**config.mk**
```make
export PLATFORM = sky130hd
export DESIGN_NAME = multicycle_control
export DESIGN_NICKNAME = d
export VERILOG_FILES = /design/src/rtl/multicycle_control.sv
export SDC_FILE = /design/constraint.sdc
export NUM_CORES = 1
export LEC_CHECK = 0
export ABC_AREA = 1
export BUFFER_PORTS_ARGS = -buffer_cell sky130_fd_sc_hd__buf_4
export CAP_MARGIN = 15
export CORE_ASPECT_RATIO = 1.2
export CORE_MARGIN = 8
export CORE_UTILIZATION = 47
export CTS_BUF_LIST = sky130_fd_sc_hd__clkbuf_16
export CTS_CLUSTER_SIZE = 20
export DETAILED_ROUTE_END_ITERATION = 8
export PLACE_DENSITY_LB_ADDON = 0.12
export SYNTH_ARGS = -nofsm -noshare
export SYNTH_HDL_FRONTEND = slang
export SYNTH_SLANG_ARGS = --single-unit
```
**constraint.sdc**
```tcl
create_clock -name clk -period 1.2 [get_ports clk]
set_input_delay 0.24 -clock clk [delete_from_list [all_inputs] [get_ports clk]]
set_output_delay 0.24 -clock clk [all_outputs]
set_load 0.02 [all_outputs]
```
**src/rtl/multicycle_control.sv**
```systemverilog
// Multi-cycle MIPS control sequencer: walks each instruction through fetch/decode/execute/
// memory/writeback, driving datapath selects and strobes, plus cycle/instruction counters.
module multicycle_control #(
    parameter int CNT_W = 16
) (
    input  logic             clk,
    input  logic             clr,
    input  logic [5:0]       op,
    input  logic             zero,
    input  logic             mem_ready,
    output logic             pc_write,
    output logic [1:0]       pc_src,
    output logic             ir_write,
    output logic             i_or_d,
    output logic             mem_read,
    output logic             mem_write,
    output logic             reg_dest,
    output logic             mem_to_reg,
    output logic             reg_write,
    output logic             alu_src_a,
    output logic [1:0]       alu_src_b,
    output logic [1:0]       alu_op,
    output logic [3:0]       state,
    output logic             illegal,
    output logic [CNT_W-1:0] cycle_count,
    output logic [CNT_W-1:0] instr_count
);

    localparam logic [3:0] S_FETCH     = 4'd0;
    localparam logic [3:0] S_DECODE    = 4'd1;
    localparam logic [3:0] S_MEM_ADDR  = 4'd2;
    localparam logic [3:0] S_MEM_READ  = 4'd3;
    localparam logic [3:0] S_MEM_WB    = 4'd4;
    localparam logic [3:0] S_MEM_WRITE = 4'd5;
    localparam logic [3:0] S_EXEC      = 4'd6;
    localparam logic [3:0] S_R_WB      = 4'd7;
    localparam logic [3:0] S_BRANCH    = 4'd8;
    localparam logic [3:0] S_JUMP      = 4'd9;
    localparam logic [3:0] S_ADDI_EX   = 4'd10;
    localparam logic [3:0] S_ADDI_WB   = 4'd11;
    localparam logic [3:0] S_HALT      = 4'd12;

    localparam logic [5:0] OP_RTYPE = 6'h00;
    localparam logic [5:0] OP_LW    = 6'h23;
    localparam logic [5:0] OP_SW    = 6'h2B;
    localparam logic [5:0] OP_BEQ   = 6'h04;
    localparam logic [5:0] OP_J     = 6'h02;
    localparam logic [5:0] OP_ADDI  = 6'h08;

    logic [3:0]       r_state;
    logic [3:0]       w_next;
    logic             r_illegal;
    logic [CNT_W-1:0] r_cycle_count;
    logic [CNT_W-1:0] r_instr_count;
    logic             w_pc_write;
    logic             w_ir_write;
    logic             w_mem_write;
    logic             w_reg_write;

    // State register
    always_ff @(posedge clk) begin
        if (clr) begin
            r_state <= S_FETCH;
        end else begin
            r_state <= w_next;
        end
    end

    // Next-state logic; unreachable encodings fall into HALT
    always_comb begin
        w_next = S_HALT;
        case (r_state)
            S_FETCH:     w_next = mem_ready ? S_DECODE : S_FETCH;
            S_DECODE: begin
                case (op)
                    OP_LW, OP_SW: w_next = S_MEM_ADDR;
                    OP_RTYPE:     w_next = S_EXEC;
                    OP_BEQ:       w_next = S_BRANCH;
                    OP_J:         w_next = S_JUMP;
                    OP_ADDI:      w_next = S_ADDI_EX;
                    default:      w_next = S_HALT;
                endcase
            end
            S_MEM_ADDR:  w_next = (op == OP_SW) ? S_MEM_WRITE : S_MEM_READ;
            S_MEM_READ:  w_next = mem_ready ? S_MEM_WB : S_MEM_READ;
            S_MEM_WB:    w_next = S_FETCH;
            S_MEM_WRITE: w_next = mem_ready ? S_FETCH : S_MEM_WRITE;
            S_EXEC:      w_next = S_R_WB;
            S_R_WB:      w_next = S_FETCH;
            S_BRANCH:    w_next = S_FETCH;
            S_JUMP:      w_next = S_FETCH;
            S_ADDI_EX:   w_next = S_ADDI_WB;
            S_ADDI_WB:   w_next = S_FETCH;
            S_HALT:      w_next = S_HALT;
            default:     w_next = S_HALT;
        endcase
    end

    // Per-state datapath controls; FETCH and BRANCH carry Mealy strobes
    always_comb begin
        w_pc_write  = 1'b0;
        pc_src      = 2'b00;
        w_ir_write  = 1'b0;
        i_or_d      = 1'b0;
        mem_read    = 1'b0;
        w_mem_write = 1'b0;
        reg_dest    = 1'b0;
        mem_to_reg  = 1'b0;
        w_reg_write = 1'b0;
        alu_src_a   = 1'b0;
        alu_src_b   = 2'b00;
        alu_op      = 2'b00;
        case (r_state)
            S_FETCH: begin
                mem_read   = 1'b1;
                alu_src_b  = 2'b01;
                w_ir_write = mem_ready;
                w_pc_write = mem_ready;
            end
            S_DECODE:    alu_src_b = 2'b11;
            S_MEM_ADDR: begin
                alu_src_a = 1'b1;
                alu_src_b = 2'b10;
            end
            S_MEM_READ: begin
                mem_read = 1'b1;
                i_or_d   = 1'b1;
            end
            S_MEM_WB: begin
                w_reg_write = 1'b1;
                mem_to_reg  = 1'b1;
            end
            S_MEM_WRITE: begin
                w_mem_write = 1'b1;
                i_or_d      = 1'b1;
            end
            S_EXEC: begin
                alu_src_a = 1'b1;
                alu_op    = 2'b10;
            end
            S_R_WB: begin
                w_reg_write = 1'b1;
                reg_dest    = 1'b1;
            end
            S_BRANCH: begin
                alu_src_a  = 1'b1;
                alu_op     = 2'b01;
                pc_src     = 2'b01;
                w_pc_write = zero;
            end
            S_JUMP: begin
                pc_src     = 2'b10;
                w_pc_write = 1'b1;
            end
            S_ADDI_EX: begin
                alu_src_a = 1'b1;
                alu_src_b = 2'b10;
            end
            S_ADDI_WB:   w_reg_write = 1'b1;
            default:     w_pc_write = 1'b0;
        endcase
    end

    // Reset suppresses every architectural write in the cycle it is asserted
    assign pc_write  = w_pc_write  & ~clr;
    assign ir_write  = w_ir_write  & ~clr;
    assign mem_write = w_mem_write & ~clr;
    assign reg_write = w_reg_write & ~clr;

    // Sticky illegal flag, set on the edge that enters HALT
    always_ff @(posedge clk) begin
        if (clr) begin
            r_illegal <= 1'b0;
        end else if (w_next == S_HALT) begin
            r_illegal <= 1'b1;
        end else begin
            r_illegal <= r_illegal;
        end
    end

    // Cycle counter freezes in HALT; instruction counter follows IR loads
    always_ff @(posedge clk) begin
        if (clr) begin
            r_cycle_count <= '0;
            r_instr_count <= '0;
        end else begin
            if (r_state != S_HALT) begin
                r_cycle_count <= r_cycle_count + CNT_W'(1);
            end else begin
                r_cycle_count <= r_cycle_count;
            end
            if (ir_write) begin
                r_instr_count <= r_instr_count + CNT_W'(1);
            end else begin
                r_instr_count <= r_instr_count;
            end
        end
    end

    assign state       = r_state;
    assign illegal     = r_illegal;
    assign cycle_count = r_cycle_count;
    assign instr_count = r_instr_count;

endmodule

```
==> results of run 1 <==
## through the flow
stage	cells	setup slack (ns)
CTS	534	-0.4171
detailed placement	511	-0.2034
global placement	511	-0.1571
floorplan	327	-0.3227
## cell usage after synthesis (all sizes together), types with 2 or more instances
cell type	number	area share, %
nand2	80	14
nor2	54	11
inv	42	7.4
dfxtp	37	35
a21oi	28	6.6
nand3	24	6.5
nor3	16	4.5
o21ai	15	3.7
xnor2	5	2.1
nand4	4	1.2
xor2	4	1.6
a31oi	3	0.88
clkbuf	3	0.53
buf	2	0.59
ha	2	1.2
nand3b	2	0.71
## cells by family after synthesis
logic type               synth area share [%]
flip-flops                              34.89
buffers and inverters                   8.544
AO/OA/AOI/OAI                           12.73
AND/OR/NAND/NOR                         38.95
adder cells (fa/ha/maj)                 1.178
XOR/XNOR                                3.712
## repair_timing
| action | CTS |
|---|---|
| hold endpoints to repair | 0 |
| pin swaps | 30 |
| gates resized for setup | 77 |
| setup buffers | 16 |
| setup endpoints to repair | 46 |
==> run metrics, run 1 <==
outcome=did not finish; Last stage=global routing (5_1_grt); Error Message=[ERROR DPL-0038] Utilization greater than 100%, impossible to legalize; cts bufs inserted=5; sequential fraction of the synthesis area=34.89%; async set-reset flop share out of synthesis=0%; number of synthesized flops with an enable pin=0; DP Area=0.003302 sq mm; worst endpoint after global-route timing repair=pc_write; top_reg_cell synth=dfxtp_1; cell area after synthesis=0.002123 sq mm; synth warn=0; I/O Buffers=61; Top Ports=62; starting density of the core=47.62%; Synth cell types=32; htree depth=2; syn_nets=339; Seq cells post-synth=37; Clock Sinks=37; post-DP HPWL=5302 um; Longest Clk Path Bufs=2; DIE WIDTH=77.36 um; CTS Hold Buffers Added=0; root buf cell=clkbuf_16; row cnt=27; GP Congestion=0.9156; Worst endpoint type=output port; Post-Syn Area per Cell=6.493 sq um; largest net degree at the start of global routing=19; Die Span Y=89.63 um; cell count after synthesis=327
==> run 2: changes to the inputs <==
==> config.mk (replaced) <==
export PLATFORM = sky130hd
export DESIGN_NAME = multicycle_control
export DESIGN_NICKNAME = d
export VERILOG_FILES = /design/src/rtl/multicycle_control.sv
export SDC_FILE = /design/constraint.sdc
export NUM_CORES = 1
export LEC_CHECK = 0
export ABC_AREA = 1
export BUFFER_PORTS_ARGS = -buffer_cell sky130_fd_sc_hd__buf_4
export CAP_MARGIN = 15
export CORE_MARGIN = 8
export CORE_UTILIZATION = 40
export DETAILED_ROUTE_END_ITERATION = 8
export PLACE_DENSITY_LB_ADDON = 0.15
export SYNTH_ARGS = -nofsm -noshare
export SYNTH_HDL_FRONTEND = slang
export SYNTH_SLANG_ARGS = --single-unit
==> constraint.sdc (replaced) <==
create_clock -name clk -period 1.55 [get_ports clk]
set_input_delay 0.31 -clock clk [delete_from_list [all_inputs] [get_ports clk]]
set_output_delay 0.31 -clock clk [all_outputs]
set_load 0.02 [all_outputs]
==> run 2 against run 1 <==
The flow now finishes, with violations (negative setup slack). Area after synthesis unchanged. Synthesized cell count unchanged.
==> run metrics, run 2 <==
Longest Clk Path Bufs=2; starting density of the core=41.57%; async set-reset flop share out of synthesis=0%; crit path DAT=1.40 ns; r2r endpoint=state[0]$_SDFF_PP0_; Worst Path Class, Setup=flip-flop to output port; commonest non-fill, non-tap cell in the layout=buf_4; clk_skew=0.006923 ns; Yosys top cell by area=dfxtp_1; CP required=1.24 ns; Pwr Density=666.0 mW/mm^2; share of cells above drive strength 1=38.44%; Clock Sinks=37; row cnt=26; syn_nets=339; n_diodes=0; Fin Setup TNS=-0.8800 ns; reg2reg start=state[3]$_SDFF_PP0_; Max Cap Violations=0; vias in the first global route=2290; total grt overflow=0; drt first-iter violations=152; worst hold start=clr; final setup fails=11; final cell count without fillers=494; Area Growth Syn to Fin=52.15%; crit end category=output port; Synth top area share=34.89%; antenna violations before repair=0; final WL=6476 um; setup slack, reg-to-reg=0.05 ns; WL/cell=13.11 um; cell depth of the worst hold path=3; DIE WIDTH=88.86 um; worst-skew pair later-pin latency=0.28 ns; measured slew at the worst slew-check pin=0.5387 ns; htree depth=2; Clock transition at path regs=0.07 ns; GP Congestion=0.8453; post-DR vias/cell=4.982; CTS tree=yes; Die Span Y=88.86 um; top_reg_cell synth=dfxtp_1; antenna viol nets, final=0; Power Total=2151 uW; Worst Hold Path EP=illegal$_SDFFE_PP0N_; Final Hold Viols=0; sequential fraction of the synthesis area=34.89%; fin crit period=1.711 ns; die area=0.007895 sq mm; synth cell count leaders=nand2_1 (77), nor2_1 (48), inv_1 (39), dfxtp_1 (37), a21oi_1 (28); outcome=finished with violations; Fmax achieved=0.5845 GHz; VDD IR max=0.4736 mV; Worst slew margin=64.05%; cts bufs inserted=5; core footprint=0.005107 sq mm; Reg2Reg Depth=9; CTS Hold Buffers Added=0; Leak=0.001435 uW; Final WS setup=-0.1609 ns; first-pass iteration count of the detailed router=4; DRC viols=0; failing checks=negative setup slack; crit start category=flip-flop; CP Max Fanout=4; count leader, synth=nand2_1; Post-Syn Area per Cell=6.493 sq um; largest net degree at the start of global routing=19; cell count after synthesis=327; number of synthesized flops with an enable pin=0; synth top area cells=dfxtp_1 (35%), nand2_1 (14%), nor2_1 (8.5%); Seq cells post-synth=37; synth warn=0; RSZ-0062 raised after global routing=true; Synth cell types=32; commonest cells after routing, fill and taps aside=buf_4 (77), nand2_1 (69), nor2_1 (35), inv_1 (33), dfxtp_1 (29); fillers=468; cell area after synthesis=0.002123 sq mm; first-pass GRT wire length=10100 um; Final nets=435; post-DP HPWL=4638 um; GRT Total Usage=15.88%; Final Max Slew Viols=0; Top Ports=62; I/O Buffers=61; root buf cell=clkbuf_8; Tightest Hold Check Type=input pin to flip-flop; routed via count=2461; Tcrit/Tclk final=110.4%; placed cell count=464
[run 2: layer usage]
layer / up-vias / share of wire (%) / GRT usage [%]
met1: 1137 / 43 / 18.40
met4: 0 / 1.2 / 4.455
met5: - / 0 / 0
met3: 8 / 6.1 / 3.807
li1: 1258 / - / -
met2: 58 / 50 / 28.03
[run 2: through the flow]
step                setup slack, ns  area [sq um]  util, %  hold WS, ns
floorplan                  -0.04337          2163        -       0.5264
global placement             0.1017          2768    54.19       0.4455
detailed placement          0.05534          2768    54.19       0.4415
CTS                         -0.1374          3087    60.44       0.4142
global route                -0.2060          3231    63.25       0.4338
finish                      -0.1609          3231    63.25       0.4278
[run 2: power breakdown]
group          leakage, uW  switching, uW  internal, uW
Sequential        0.000304           34.0           972
Clock            0.0000482            344           311
Combinational      0.00108            281           208
[run 2: cells by family (layout without fill, tap and decap cells)]
logic type	count (synthesis)	in the layout	synth area share, %
AOI/OAI and AO/OA	50	50	12.73
buffers and inverters	47	144	8.544
DFF	37	37	34.89
adders and majority gates	2	2	1.178
and+or+nand+nor	182	182	38.95
xor gates and xnor gates	9	9	3.712
[run 2: layout make-up]
class	instances	area [sq um]	share of cell area [%]
clock buffers	5	68.82	2.130
multi-input cells	243	1363	42.18
inverters	42	165.2	5.112
clock inverters	3	16.27	0.5035
well taps	70	87.58	2.711
flip-flops and latches	37	760.7	23.55
repair buffers	94	769.5	23.82
[run 2: critical path, stage by stage (launching register included)]
cell	delay [ns]
dfxtp_4	0.36
buf_6	0.13
nor2_2	0.23
nand2_4	0.11
nor2_2	0.15
buf_6	0.13
[run 2: what timing repair did]
item | CTS | global route
resized for setup | 34 | 33
endpoints found under the setup margin | 14 | 22
setup buffers | 17 | 6
pin swaps | 12 | 17
[run 2: worst max path at each step]
stage | from | to | slack [ns] | cells past startpoint
finish | state[1]$_SDFF_PP0_ | mem_write | -0.16 | 5
global route | state[1]$_SDFF_PP0_ | mem_write | -0.21 | 5
CTS | state[0]$_SDFF_PP0_ | pc_write | -0.14 | 6
detailed placement | state[3]$_SDFF_PP0_ | pc_write | 0.06 | 7
global placement | state[3]$_SDFF_PP0_ | pc_write | 0.10 | 7
floorplan | state[3]$_SDFF_PP0_ | pc_write | -0.04 | 6
Power figures use the tool's default switching activity.
==> run 3: changes to the inputs <==
--- a/config.mk
+++ b/config.mk
@@ -11,7 +11,6 @@
 export CORE_MARGIN = 8
 export CORE_UTILIZATION = 40
 export DETAILED_ROUTE_END_ITERATION = 8
-export PLACE_DENSITY_LB_ADDON = 0.15
 export SYNTH_ARGS = -nofsm -noshare
 export SYNTH_HDL_FRONTEND = slang
 export SYNTH_SLANG_ARGS = --single-unit
==> run 3 against run 2 <==
The run still ends with negative setup slack left. Register-to-register slack better by 0.03 ns. Core utilization down 0.098 points. Clock power up 57%. Hold slack worse by 0.14 ns. Sequential cell count unchanged. Highest routed layer unchanged. Non-clock buffer count up 3. Largest cell class unchanged.
==> run metrics, run 3 (synthesis results as in run 2) <==
final setup fails=9; commonest cells after routing, fill and taps aside=buf_4 (87), nand2_1 (73), nor2_1 (41), inv_1 (33), dfxtp_1 (31); CP Max Fanout=4; failing checks=negative setup slack; Max Cap Violations=0; Top Ports=62; Area Growth Syn to Fin=51.92%; crit start category=flip-flop; cts bufs inserted=5; Tightest Hold Check Type=input pin to flip-flop; DRC viols=0; outcome=finished with violations; DP Area=0.002805 sq mm; Final Hold Viols=0; Final nets=438; die area=0.007895 sq mm; Longest Clk Path Bufs=2; worst-skew pair later-pin latency=0.29 ns; design area=0.003226 sq mm; GP Congestion=0.8626; drt first-iter violations=101; n_diodes=0; commonest non-fill, non-tap cell in the layout=buf_4; Clock Sinks=37; htree depth=2; clk_skew=0.007033 ns; DIE WIDTH=88.86 um; Final Max Slew Viols=0; fin crit period=1.663 ns; CP required=1.24 ns; Final WS setup=-0.1131 ns; CTS Hold Buffers Added=0; WL/cell=13.19 um; sw frac=27.32%; row cnt=26; crit end category=output port; RSZ-0062 raised after global routing=true; Tcrit/Tclk final=107.3%; share of cells above drive strength 1=35.60%; Worst Path Class, Setup=flip-flop to output port; Pwr Density=778.2 mW/mm^2; final WL=6553 um; core footprint=0.005107 sq mm; I/O Buffers=61; largest net degree at the start of global routing=19; first-pass GRT wire length=10500 um; Fmax achieved=0.6013 GHz; first-pass iteration count of the detailed router=4; Net Switching=685.8 uW; measured slew at the worst slew-check pin=0.5122 ns; fillers=478; antenna viol nets, final=0; root buf cell=clkbuf_8; starting density of the core=41.57%; vias in the first global route=2373; antenna violations before repair=0; Clock transition at path regs=0.08 ns; crit path DAT=1.35 ns; Worst slew margin=65.81%; CTS tree=yes; routed via count=2455; Leak=0.001426 uW; Clock power frac=40.9%; Internal=1824 uW; register share of total power=40.1%; post-DR vias/cell=4.940; combinational share of power=19.0%; Die Span Y=88.86 um; total grt overflow=0; VDD IR max=0.3983 mV; post-DP HPWL=4856 um; GRT Total Usage=16.63%; Power Total=2510 uW
run 3: cell count changes in the layout (fill, tap and decap cells not counted), sizes merged:
cell | before | now
bufinv | 0 | 2
buf | 94 | 97
clkinv | 2 | 0
run 3: path summary, 6_finish.rpt:
path	depth (start not counted)	startpoint	slack [ns]	endpoint
setup / recovery	5	state[3]$_SDFF_PP0_	-0.11	pc_write
setup reg to reg	8	state[3]$_SDFF_PP0_	0.08	instr_count[8]$_SDFFE_PP0P_
hold reg to reg	2	illegal$_SDFFE_PP0N_	0.46	illegal$_SDFFE_PP0N_
hold / removal	2	clr	0.29	instr_count[15]$_SDFFE_PP0P_
run 3: power by group through the flow:
| stage | clock, uW | combinational (uW) | sequential, uW |
|---|---|---|---|
| floorplan | 0 | 201 | 1050 |
| CTS | 1050 | 447 | 1000 |
| finish | 1030 | 478 | 1010 |
| global placement | 0 | 388 | 1020 |
| detailed placement | 0 | 390 | 1030 |
| global route | 1090 | 518 | 1010 |
run 3: per-stage QoR:
| step | utilization [%] | setup slack, ns | hold WS [ns] | std cells | TNS, ns |
|---|---|---|---|---|---|
| after global routing | 63.16 | -0.1735 | 0.2846 | 497 | -1.219 |
| after detailed placement | 54.92 | 0.04326 | 0.4527 | 469 | 0 |
| after CTS | 60.56 | -0.1124 | 0.2840 | 490 | -0.5086 |
| final | 63.16 | -0.1131 | 0.2898 | 497 | -0.5616 |
| after floorplan | - | -0.04337 | 0.5264 | 327 | -0.04337 |
| after global placement | 54.92 | 0.09675 | 0.4425 | 469 | 0 |
run 3: layer usage:
metal  up-vias  global-route usage (%)  wire length (um)
li1       1265                       -                 -
met1      1125                   19.23              2832
met2        55                   28.44              3207
met3        10                   4.364               416
met4         0                   6.298                97
met5         -                       0                 0
run 3: area by class of cell:
| cell class | count | area, sq um | share of cell area (%) |
|---|---|---|---|
| clock buffer | 5 | 68.82 | 2.133 |
| clock inverter | 3 | 68.82 | 2.133 |
| inverter | 42 | 175.2 | 5.431 |
| multi-input combinational | 243 | 1301 | 40.34 |
| sequential | 37 | 758.2 | 23.51 |
| tap | 70 | 87.58 | 2.715 |
| timing repair buffer | 97 | 765.7 | 23.74 |
run 3: critical path, cell delays in order, from the launching register on:
cell and delay [ns]:
dfxtp_4 0.37, buf_6 0.12, nor2_4 0.16, nand3_4 0.13
a21oi_2 0.14, buf_4 0.15
run 3: what timing repair did:
item                       in CTS  in global routing
buffers inserted               13                  7
setup endpoints to repair      13                 20
pin swaps                      12                 14
resized for setup              19                 26
